==> src/rtl/apb_master_bridge_if.sv <==
// Request/response and APB bus bundle for apb_master_bridge.
// The master modport is the bridge side; slave is the system/peripheral side.
interface apb_master_bridge_if #(
  parameter int ADDR_W  = 8,
  parameter int DATA_W  = 8,
  parameter int NUM_SLV = 4,
  parameter int SEL_W   = (NUM_SLV > 1) ? $clog2(NUM_SLV) : 1
);
  logic                        req_valid;
  logic                        req_ready;
  logic                        req_write;
  logic [SEL_W-1:0]            req_sel;
  logic [ADDR_W-1:0]           req_addr;
  logic [DATA_W-1:0]           req_wdata;
  logic                        rsp_valid;
  logic [DATA_W-1:0]           rsp_rdata;
  logic                        rsp_err;
  logic [NUM_SLV-1:0]          psel;
  logic                        penable;
  logic                        pwrite;
  logic [ADDR_W-1:0]           paddr;
  logic [DATA_W-1:0]           pwdata;
  logic [NUM_SLV*DATA_W-1:0]   prdata;
  logic [NUM_SLV-1:0]          pready;
  logic [NUM_SLV-1:0]          pslverr;

  modport master (
    input  req_valid, req_write, req_sel, req_addr, req_wdata, prdata, pready, pslverr,
    output req_ready, rsp_valid, rsp_rdata, rsp_err, psel, penable, pwrite, paddr, pwdata
  );

  modport slave (
    output req_valid, req_write, req_sel, req_addr, req_wdata, prdata, pready, pslverr,
    input  req_ready, rsp_valid, rsp_rdata, rsp_err, psel, penable, pwrite, paddr, pwdata
  );
endinterface

==> src/rtl/apb_master_bridge.sv <==
// Single-outstanding request bridge onto an APB bus with NUM_SLV slaves.
// Handles wait states, slave errors, wait timeout and out-of-range selects.
module apb_master_bridge #(
  parameter int ADDR_W   = 8,
  parameter int DATA_W   = 8,
  parameter int NUM_SLV  = 4,
  parameter int WAIT_MAX = 15
) (
  input  logic               clk,
  input  logic               reset,
  apb_master_bridge_if.master bus
);
  localparam int SEL_W = (NUM_SLV > 1) ? $clog2(NUM_SLV) : 1;
  localparam logic [SEL_W:0] SEL_LIM  = (SEL_W+1)'(NUM_SLV);
  localparam logic [7:0]     WAIT_LIM = 8'(WAIT_MAX);

  typedef enum logic [1:0] {IDLE, SETUP, ACCESS} state_t;

  state_t              state_reg, state_next;
  logic [7:0]          wait_reg, wait_next;
  logic [NUM_SLV-1:0]  psel_reg, psel_next;
  logic                penable_reg, penable_next;
  logic                pwrite_reg, pwrite_next;
  logic [ADDR_W-1:0]   paddr_reg, paddr_next;
  logic [DATA_W-1:0]   pwdata_reg, pwdata_next;
  logic                rsp_valid_reg, rsp_valid_next;
  logic                rsp_err_reg, rsp_err_next;
  logic [DATA_W-1:0]   rsp_rdata_reg, rsp_rdata_next;

  logic                sel_ok;
  logic [NUM_SLV-1:0]  sel_onehot;
  logic                ready_sel;
  logic                err_sel;
  logic [DATA_W-1:0]   rdata_sel;
  logic [DATA_W-1:0]   rdata_slv [NUM_SLV];
  logic [7:0]          wait_inc;

  assign sel_ok = ({1'b0, bus.req_sel} < SEL_LIM);

  // The registered one-hot psel masks every per-slave input, so non-selected
  // slaves cannot influence completion, error or read data.
  genvar gi;
  generate
    for (gi = 0; gi < NUM_SLV; gi++) begin : g_slv
      assign sel_onehot[gi] = (bus.req_sel == SEL_W'(gi));
      assign rdata_slv[gi]  = psel_reg[gi] ? bus.prdata[gi*DATA_W +: DATA_W] : '0;
    end
  endgenerate

  assign ready_sel = |(bus.pready & psel_reg);
  assign err_sel   = |(bus.pslverr & psel_reg);
  assign wait_inc  = wait_reg + 8'd1;

  always_comb begin
    rdata_sel = '0;
    for (int i = 0; i < NUM_SLV; i++) begin
      rdata_sel = rdata_sel | rdata_slv[i];
    end
  end

  always_comb begin
    state_next     = state_reg;
    wait_next      = wait_reg;
    psel_next      = psel_reg;
    penable_next   = penable_reg;
    pwrite_next    = pwrite_reg;
    paddr_next     = paddr_reg;
    pwdata_next    = pwdata_reg;
    rsp_valid_next = 1'b0;
    rsp_err_next   = 1'b0;
    rsp_rdata_next = '0;
    unique case (state_reg)
      IDLE: begin
        if (bus.req_valid) begin
          if (sel_ok) begin
            state_next  = SETUP;
            wait_next   = 8'd0;
            psel_next   = sel_onehot;
            pwrite_next = bus.req_write;
            paddr_next  = bus.req_addr;
            pwdata_next = bus.req_wdata;
          end else begin
            rsp_valid_next = 1'b1;
            rsp_err_next   = 1'b1;
          end
        end
      end
      SETUP: begin
        state_next   = ACCESS;
        penable_next = 1'b1;
      end
      ACCESS: begin
        if (ready_sel) begin
          state_next     = IDLE;
          psel_next      = '0;
          penable_next   = 1'b0;
          rsp_valid_next = 1'b1;
          rsp_err_next   = err_sel;
          rsp_rdata_next = (!pwrite_reg && !err_sel) ? rdata_sel : '0;
        end else begin
          wait_next = wait_inc;
          if (wait_inc == WAIT_LIM) begin
            state_next     = IDLE;
            psel_next      = '0;
            penable_next   = 1'b0;
            rsp_valid_next = 1'b1;
            rsp_err_next   = 1'b1;
          end
        end
      end
      default: state_next = IDLE;
    endcase
  end

  always_ff @(posedge clk) begin
    if (!reset) begin
      state_reg     <= IDLE;
      wait_reg      <= 8'd0;
      psel_reg      <= '0;
      penable_reg   <= 1'b0;
      pwrite_reg    <= 1'b0;
      paddr_reg     <= '0;
      pwdata_reg    <= '0;
      rsp_valid_reg <= 1'b0;
      rsp_err_reg   <= 1'b0;
      rsp_rdata_reg <= '0;
    end else begin
      state_reg     <= state_next;
      wait_reg      <= wait_next;
      psel_reg      <= psel_next;
      penable_reg   <= penable_next;
      pwrite_reg    <= pwrite_next;
      paddr_reg     <= paddr_next;
      pwdata_reg    <= pwdata_next;
      rsp_valid_reg <= rsp_valid_next;
      rsp_err_reg   <= rsp_err_next;
      rsp_rdata_reg <= rsp_rdata_next;
    end
  end

  // Ready is gated by reset so it is low during reset and high in the first released cycle.
  assign bus.req_ready = (state_reg == IDLE) && reset;
  assign bus.rsp_valid = rsp_valid_reg;
  assign bus.rsp_err   = rsp_err_reg;
  assign bus.rsp_rdata = rsp_rdata_reg;
  assign bus.psel      = psel_reg;
  assign bus.penable   = penable_reg;
  assign bus.pwrite    = pwrite_reg;
  assign bus.paddr     = paddr_reg;
  assign bus.pwdata    = pwdata_reg;
endmodule
==> src/flat_wrapper.sv <==
// flat-port wrapper written by rule: the top's interface ports become plain ports
module apb_master_bridge_flat 
#(
  parameter int ADDR_W   = 8,
  parameter int DATA_W   = 8,
  parameter int NUM_SLV  = 4,
  parameter int WAIT_MAX = 15
)
  (clk, reset, bus_req_valid, bus_req_write, bus_req_sel, bus_req_addr, bus_req_wdata, bus_prdata, bus_pready, bus_pslverr, bus_req_ready, bus_rsp_valid, bus_rsp_rdata, bus_rsp_err, bus_psel, bus_penable, bus_pwrite, bus_paddr, bus_pwdata);
  apb_master_bridge_if #(.ADDR_W(ADDR_W), .DATA_W(DATA_W), .NUM_SLV(NUM_SLV)) bus_i ();
  input  logic clk;
  input  logic reset;
  input wire logic [$bits(bus_i.req_valid)-1:0] bus_req_valid;
  input wire logic [$bits(bus_i.req_write)-1:0] bus_req_write;
  input wire logic [$bits(bus_i.req_sel)-1:0] bus_req_sel;
  input wire logic [$bits(bus_i.req_addr)-1:0] bus_req_addr;
  input wire logic [$bits(bus_i.req_wdata)-1:0] bus_req_wdata;
  input wire logic [$bits(bus_i.prdata)-1:0] bus_prdata;
  input wire logic [$bits(bus_i.pready)-1:0] bus_pready;
  input wire logic [$bits(bus_i.pslverr)-1:0] bus_pslverr;
  output wire logic [$bits(bus_i.req_ready)-1:0] bus_req_ready;
  output wire logic [$bits(bus_i.rsp_valid)-1:0] bus_rsp_valid;
  output wire logic [$bits(bus_i.rsp_rdata)-1:0] bus_rsp_rdata;
  output wire logic [$bits(bus_i.rsp_err)-1:0] bus_rsp_err;
  output wire logic [$bits(bus_i.psel)-1:0] bus_psel;
  output wire logic [$bits(bus_i.penable)-1:0] bus_penable;
  output wire logic [$bits(bus_i.pwrite)-1:0] bus_pwrite;
  output wire logic [$bits(bus_i.paddr)-1:0] bus_paddr;
  output wire logic [$bits(bus_i.pwdata)-1:0] bus_pwdata;
  assign bus_i.req_valid = bus_req_valid;
  assign bus_i.req_write = bus_req_write;
  assign bus_i.req_sel = bus_req_sel;
  assign bus_i.req_addr = bus_req_addr;
  assign bus_i.req_wdata = bus_req_wdata;
  assign bus_i.prdata = bus_prdata;
  assign bus_i.pready = bus_pready;
  assign bus_i.pslverr = bus_pslverr;
  assign bus_req_ready = bus_i.req_ready;
  assign bus_rsp_valid = bus_i.rsp_valid;
  assign bus_rsp_rdata = bus_i.rsp_rdata;
  assign bus_rsp_err = bus_i.rsp_err;
  assign bus_psel = bus_i.psel;
  assign bus_penable = bus_i.penable;
  assign bus_pwrite = bus_i.pwrite;
  assign bus_paddr = bus_i.paddr;
  assign bus_pwdata = bus_i.pwdata;
  apb_master_bridge #(.ADDR_W(ADDR_W), .DATA_W(DATA_W), .NUM_SLV(NUM_SLV), .WAIT_MAX(WAIT_MAX)) u_core (.clk(clk), .reset(reset), .bus(bus_i));
endmodule
==> config.mk <==
export PLATFORM = sky130hd
export DESIGN_NAME = apb_master_bridge_flat
export DESIGN_NICKNAME = d
export VERILOG_FILES = /design/src/rtl/apb_master_bridge_if.sv /design/src/rtl/apb_master_bridge.sv /design/src/flat_wrapper.sv
export SDC_FILE = /design/constraint.sdc
export NUM_CORES = 1
export LEC_CHECK = 0
export ABC_CLOCK_PERIOD_IN_PS = 4400
export BUFFER_PORTS_ARGS = -buffer_cell sky130_fd_sc_hd__buf_2
export CORE_MARGIN = 4
export CORE_UTILIZATION = 50
export DETAILED_ROUTE_END_ITERATION = 7
export PLACE_DENSITY_LB_ADDON = 0.25
export RECOVER_POWER = 50
export SLEW_MARGIN = 30
export SYNTH_ARGS = -nofsm -noshare
export SYNTH_HDL_FRONTEND = slang
export SYNTH_SLANG_ARGS = --single-unit
==> constraint.sdc <==
create_clock -name clk -period 4.4 [get_ports clk]
set_clock_uncertainty 0.05 [all_clocks]
set_input_delay 0.88 -clock clk [delete_from_list [all_inputs] [get_ports clk]]
set_output_delay 0.88 -clock clk [all_outputs]
set_load 0.05 [all_outputs]
==> results.yml, run 1 <==
run:
  cap_violations: 0
worst_setup_path:
  crit_top_cell: "buf_2"
  max_stage_delay_ps: 340
  rrSetupSlack_ps: 2190
  end_kind: "primary output"
  worst-setup-path-type: "primary input to primary output"
  required_ps: 3470
  slowest_stage: "buf_4"
  ff2ff_path_depth: 6
  arrival_ps: 1770
  crit_chain: "buf_2 > buf_4 > and2_1 > buf_2"
  rr_endpoint: "u_core.wait_reg[3]$_SDFFE_PN0P_"
  r2r_start: "u_core.state_reg[0]$_SDFFE_PN0P_"
  critPathMaxFanout: 42
  cp-start-kind: "primary input"
placed_design:
  hpwl_mm: 4.12
  portBuffers: 94
  place_congestion: 0.753
clock_network:
  clk_transition_reported_paths_ps: 70
  ctsHoldBuffers: 0
  htreeDepth: 2
  cts_sinks: 42
  cts_buffers: 5
  clockBufferDepth: 2
  post-cts-setup-buffers: 0
  postCtsResizedCells: 0
  cts-root-buf: "clkbuf_8"
  cts_tree: "done"
  insertion_delay_ps: 290
route:
  drtIter0Drc: 110
  dr.pass1.iters: 4
  finalWirelength_mm: 5.61
  postRouteAntennaNets: 0
  met1_length_mm: 2.36
  wl_met3_um: 485
  routed.top_layer: "met4"
  via_count: 2092
  wl_per_cell_um: 14.5
  route.detailed.drc: 0
  wl_met2_mm: 2.67
  viasPerCell: 5.42
synthesis:
  synth.top_cells.by_area: "dfxtp_1 (41%), nand2_1 (9.2%), a21boi_0 (8.3%)"
  synth_cell_types: 44
  yosysTopAreaCell: "dfxtp_1"
  synth_edf_count: 0
  async_flop_share: 0
  yosysSeqAreaShare: 0.405
  synth.avg_cell_area_um2: 8.33
  synth_top_area_frac: 0.405
  yosysWarnings: 0
  ys.flop_type: "dfxtp_1"
  postSynthCellCount: 249
  syn_nets: 316
  synth_seq_cells: 42
  syn_area_um2: 2070
timing:
  fin_setup_tns_ps: 0
  worstMarginPinSlew_ps: 843
  setup_viol: 0
  max-slew-margin-rel: 0.438
  fin_crit_ps: 2700
  rsz0062_at_grt: "no"
  fmax_ghz: 0.370
  finalHoldViolCount: 0
  finalCritPeriodShare: 0.614
  drv_slew: 0
  holdWs_ps: 417
status:
  status: "finished, final reports clean"
finish:
  final_cell_mix: "buf_2 (72), nand2_1 (51), dfxtp_1 (42), a21boi_0 (23), clkbuf_1 (22)"
  multi_input_area_um2: 1150
  insertedDiodeCount: 0
  n_fill_cell: 369
  seq_area_um2: 841
  layout_commonest_cell: "buf_2"
  area_growth_pct: 26.1
  drive_gt1_frac: 0.262
  nNetsFinal: 402
die:
  num_rows: 23
  die_h_um: 72.4
  design.die.area_um2: 5240
  core_um2: 4000
  die_w_um: 72.4
  start_util: 0.519
  boundaryPins: 95
global_routing:
  grt_max_degree: 43
  grt_usage: 0.213
  grt_pass1_vias: 1919
  grt_first_pass_wirelength_mm: 8.81
  antenna_found_initial: 0
  grt_overflow: 0
hold_path:
  hp-class: "register to register"
  hold-path-endpoint: "u_core.bus.pwdata[7]$_SDFFE_PN0P_"
  min_from: "u_core.bus.pwdata[7]$_SDFFE_PN0P_"
  hold_path_depth: 2
power:
  p_per_area_nw_per_um2: 348
  p_leak_nw: 1.05
  vdd_drop_max_uv: 263
[cells in the mapped netlist (3+ instances only)]
master	count
a21boi_0	23
nand3_1	15
a31oi_1	4
buf_2	6
nand2_1	51
clkbuf_1	10
nor2_1	4
a22oi_1	20
nor2b_1	3
nor4b_1	3
nand2b_1	3
o21ai_0	5
dfxtp_1	42
a21oi_1	12
nor3_1	3
o21a_1	4
and3_1	3
inv_1	4
ha_1	5
[logic make-up (layout without fill, tap and decap cells)]
| family | count (synthesis) | in the layout | share of synthesized area |
|---|---|---|---|
| compound gates | 81 | 81 | 0.277 |
| fa+ha+maj | 5 | 5 | 0.0302 |
| buf+inv | 20 | 107 | 0.0398 |
| flops | 42 | 42 | 0.405 |
| mux | 2 | 2 | 0.00965 |
| simple gates | 99 | 99 | 0.238 |
[area by class of cell]
type / count / share of cell area
multi-input combinational: 187 / 0.440
clock inverter: 2 / 0.00478
inverter: 4 / 0.00574
tap: 50 / 0.0239
timing repair buffer: 95 / 0.172
clock buffer: 6 / 0.0316
sequential: 42 / 0.322
[critical path, delay by kind of cell]
family | cells | cell delay, ps
buffers and inverters | 3 | 680
AND/OR/NAND/NOR | 1 | 200
[power breakdown]
| group | total, mW | switching [mW] | internal, mW |
|---|---|---|---|
| Clock | 0.257 | 0.131 | 0.126 |
| Sequential | 0.425 | 0.0225 | 0.403 |
| Combinational | 0.228 | 0.158 | 0.0706 |
[metrics by stage]
step                 util  setup slack, ps  cells  cell area [um^2]  power, mW
finish              0.654             1700    386              2620      0.911
global route        0.654             1650    386              2620      0.964
CTS                 0.661             1700    386              2640      0.926
detailed placement  0.637             1700    378              2550      0.665
global placement    0.637             1710    378              2550      0.661
floorplan               -             2170    249              2070      0.595
[how the worst max path moves through the flow]
stage,startpoint,depth (start not counted),slack (ps),endpoint
3_3_place_gp,reset,4,1710,bus_req_ready
6_report,reset,4,1700,bus_req_ready
5_1_grt,reset,4,1650,bus_req_ready
2_1_floorplan,reset,1,2170,bus_req_ready
4_1_cts,reset,4,1700,bus_req_ready
3_5_place_dp,reset,4,1700,bus_req_ready
[per-layer routing]
layer,track usage,vias up
li1,-,1065
met1,0.244,943
met2,0.379,75
met3,0.0540,9
met4,0.0779,0
met5,0,-
Power figures use the tool's default switching activity.
==> inputs of run 2 (changes only) <==
Settings changed: ABC_CLOCK_PERIOD_IN_PS 4400 to 2300, CORE_UTILIZATION 50 to 42.
Clock period 4.4 ns to 2.3 ns, I/O delays scaled along.
==> results.yml, run 2 (same netlist as run 1, synthesis figures left out) <==
placed_design:
  placedCellCount: 400
  portBuffers: 94
  place_congestion: 0.777
  hpwl_mm: 4.11
  placed_cell_area_um2: 2610
timing:
  rsz0062_at_grt: "no"
  fin_setup_tns_ps: 0
  finalCritPeriodShare: 0.870
  finalHoldViolCount: 0
  holdWs_ps: 354
  max-slew-margin-rel: 0.451
  fmax_ghz: 0.500
  drv_slew: 0
  fin_crit_ps: 2000
  setup_viol: 0
  worstMarginPinSlew_ps: 823
finish:
  nNetsFinal: 407
  seq_area_um2: 841
  area_growth_pct: 30.5
  drive_gt1_frac: 0.249
  n_fill_cell: 484
  fin_cells: 408
  layout_commonest_cell: "buf_2"
  final_cell_mix: "buf_2 (64), nand2_1 (51), dfxtp_1 (42), clkbuf_1 (30), a21boi_0 (23)"
  final_area_um2: 2710
  insertedDiodeCount: 0
  multi_input_area_um2: 1150
hold_path:
  min_from: "bus_req_addr[6]"
  hp-class: "primary input to register"
worst_setup_path:
  crit_chain: "a22oi_1 > nand2_1 > nand3_1 > or3_1 > a21oi_1"
  arrival_ps: 2170
  cp-start-kind: "register"
  worst-setup-path-type: "register to register"
  max_stage_delay_ps: 610
  startpoint: "u_core.bus.psel[0]$_SDFFE_PN0P_"
  cpLargestDelayFamily: "simple AND/OR/NAND/NOR gates"
  required_ps: 2470
  slowest_stage: "dfxtp_1"
  critPathMaxFanout: 13
  end_kind: "register"
  cp_num_buf_inv: 0
  r2r_start: "u_core.bus.psel[0]$_SDFFE_PN0P_"
die:
  boundaryPins: 95
  num_rows: 25
  start_util: 0.436
  core_um2: 4750
  die_h_um: 78.3
  design.die.area_um2: 6130
  die_w_um: 78.3
power:
  p_leak_nw: 1.07
  total_power_mw: 1.94
  p_per_area_nw_per_um2: 717
  vdd_drop_max_uv: 282
global_routing:
  grt_pass1_vias: 1957
  grt_first_pass_wirelength_mm: 9.05
  grt_usage: 0.180
  antenna_found_initial: 0
  grt_max_degree: 23
  grt_overflow: 0
run:
  cap_violations: 0
route:
  postRouteAntennaNets: 0
  dr.pass1.iters: 4
  drtIter0Drc: 148
  finalWirelength_mm: 5.46
  via_count: 2098
  viasPerCell: 5.14
  route.detailed.drc: 0
  wl_per_cell_um: 13.4
clock_network:
  cts_tree: "done"
  postCtsResizedCells: 0
  post-cts-setup-buffers: 0
  insertion_delay_ps: 290
  clk_transition_reported_paths_ps: 80
  htreeDepth: 2
  clockBufferDepth: 2
  cts_sinks: 42
  cts-root-buf: "clkbuf_8"
  cts_buffers: 5
  ctsHoldBuffers: 0
status:
  status: "finished, final reports clean"
[run 2: changes by cell type in the layout (fill, tap and decap cells not counted)]
cell        previous run  this run
clkbuf_1              22        30
clkbuf_8               6         5
bufinv_16              0         2
clkinvlp_4             1         0
clkinv_4               0         1
buf_2                 72        64
clkinv_2               1         0
buf_4                  1         6
[run 2: layer usage]
| layer | global-route usage | vias to the layer above | routed length [um] |
|---|---|---|---|
| met5 | 0 | - | 0 |
| met4 | 0.0699 | 0 | 38 |
| met3 | 0.0516 | 4 | 429 |
| met2 | 0.288 | 74 | 2520 |
| met1 | 0.229 | 948 | 2470 |
| li1 | - | 1072 | - |
[run 2: final cells by class]
type                       instances  share of cell area
clock buffer                       5              0.0254
clock inverter                     3              0.0254
tap                               67              0.0310
sequential                        42               0.311
multi-input combinational        187               0.425
timing repair buffer             100               0.177
inverter                           4             0.00555
[run 2: worst reg2reg max path: stages (launching register included)]
cell and delay [ps]:
dfxtp_1 610, a22oi_1 210, nand2_1 270, nand3_1 150, or3_1 480, a21oi_1 170
[run 2: through the flow]
stage	worst slack, ps	utilization
floorplan	516	-
global placement	394	0.548
detailed placement	305	0.548
CTS	284	0.577
global route	86.5	0.569
finish	300	0.569
[run 2: path summary, 6_finish.rpt]
| path | end | slack (ps) | cells after the start |
|---|---|---|---|
| worst min register to register | u_core.bus.paddr[6]$_SDFFE_PN0P_ | 420 | 2 |
| worst max-delay path | u_core.bus.rsp_rdata[3]$_SDFF_PN0_ | 300 | 5 |
| worst min-delay path | u_core.bus.paddr[6]$_SDFFE_PN0P_ | 350 | 3 |
| worst max register to register | u_core.bus.rsp_rdata[3]$_SDFF_PN0_ | 300 | 5 |
[run 2: power breakdown]
part	switching, mW	internal, mW
clock network	0.252	0.435
registers	0.0342	0.770
logic	0.311	0.138
total	0.597	1.34
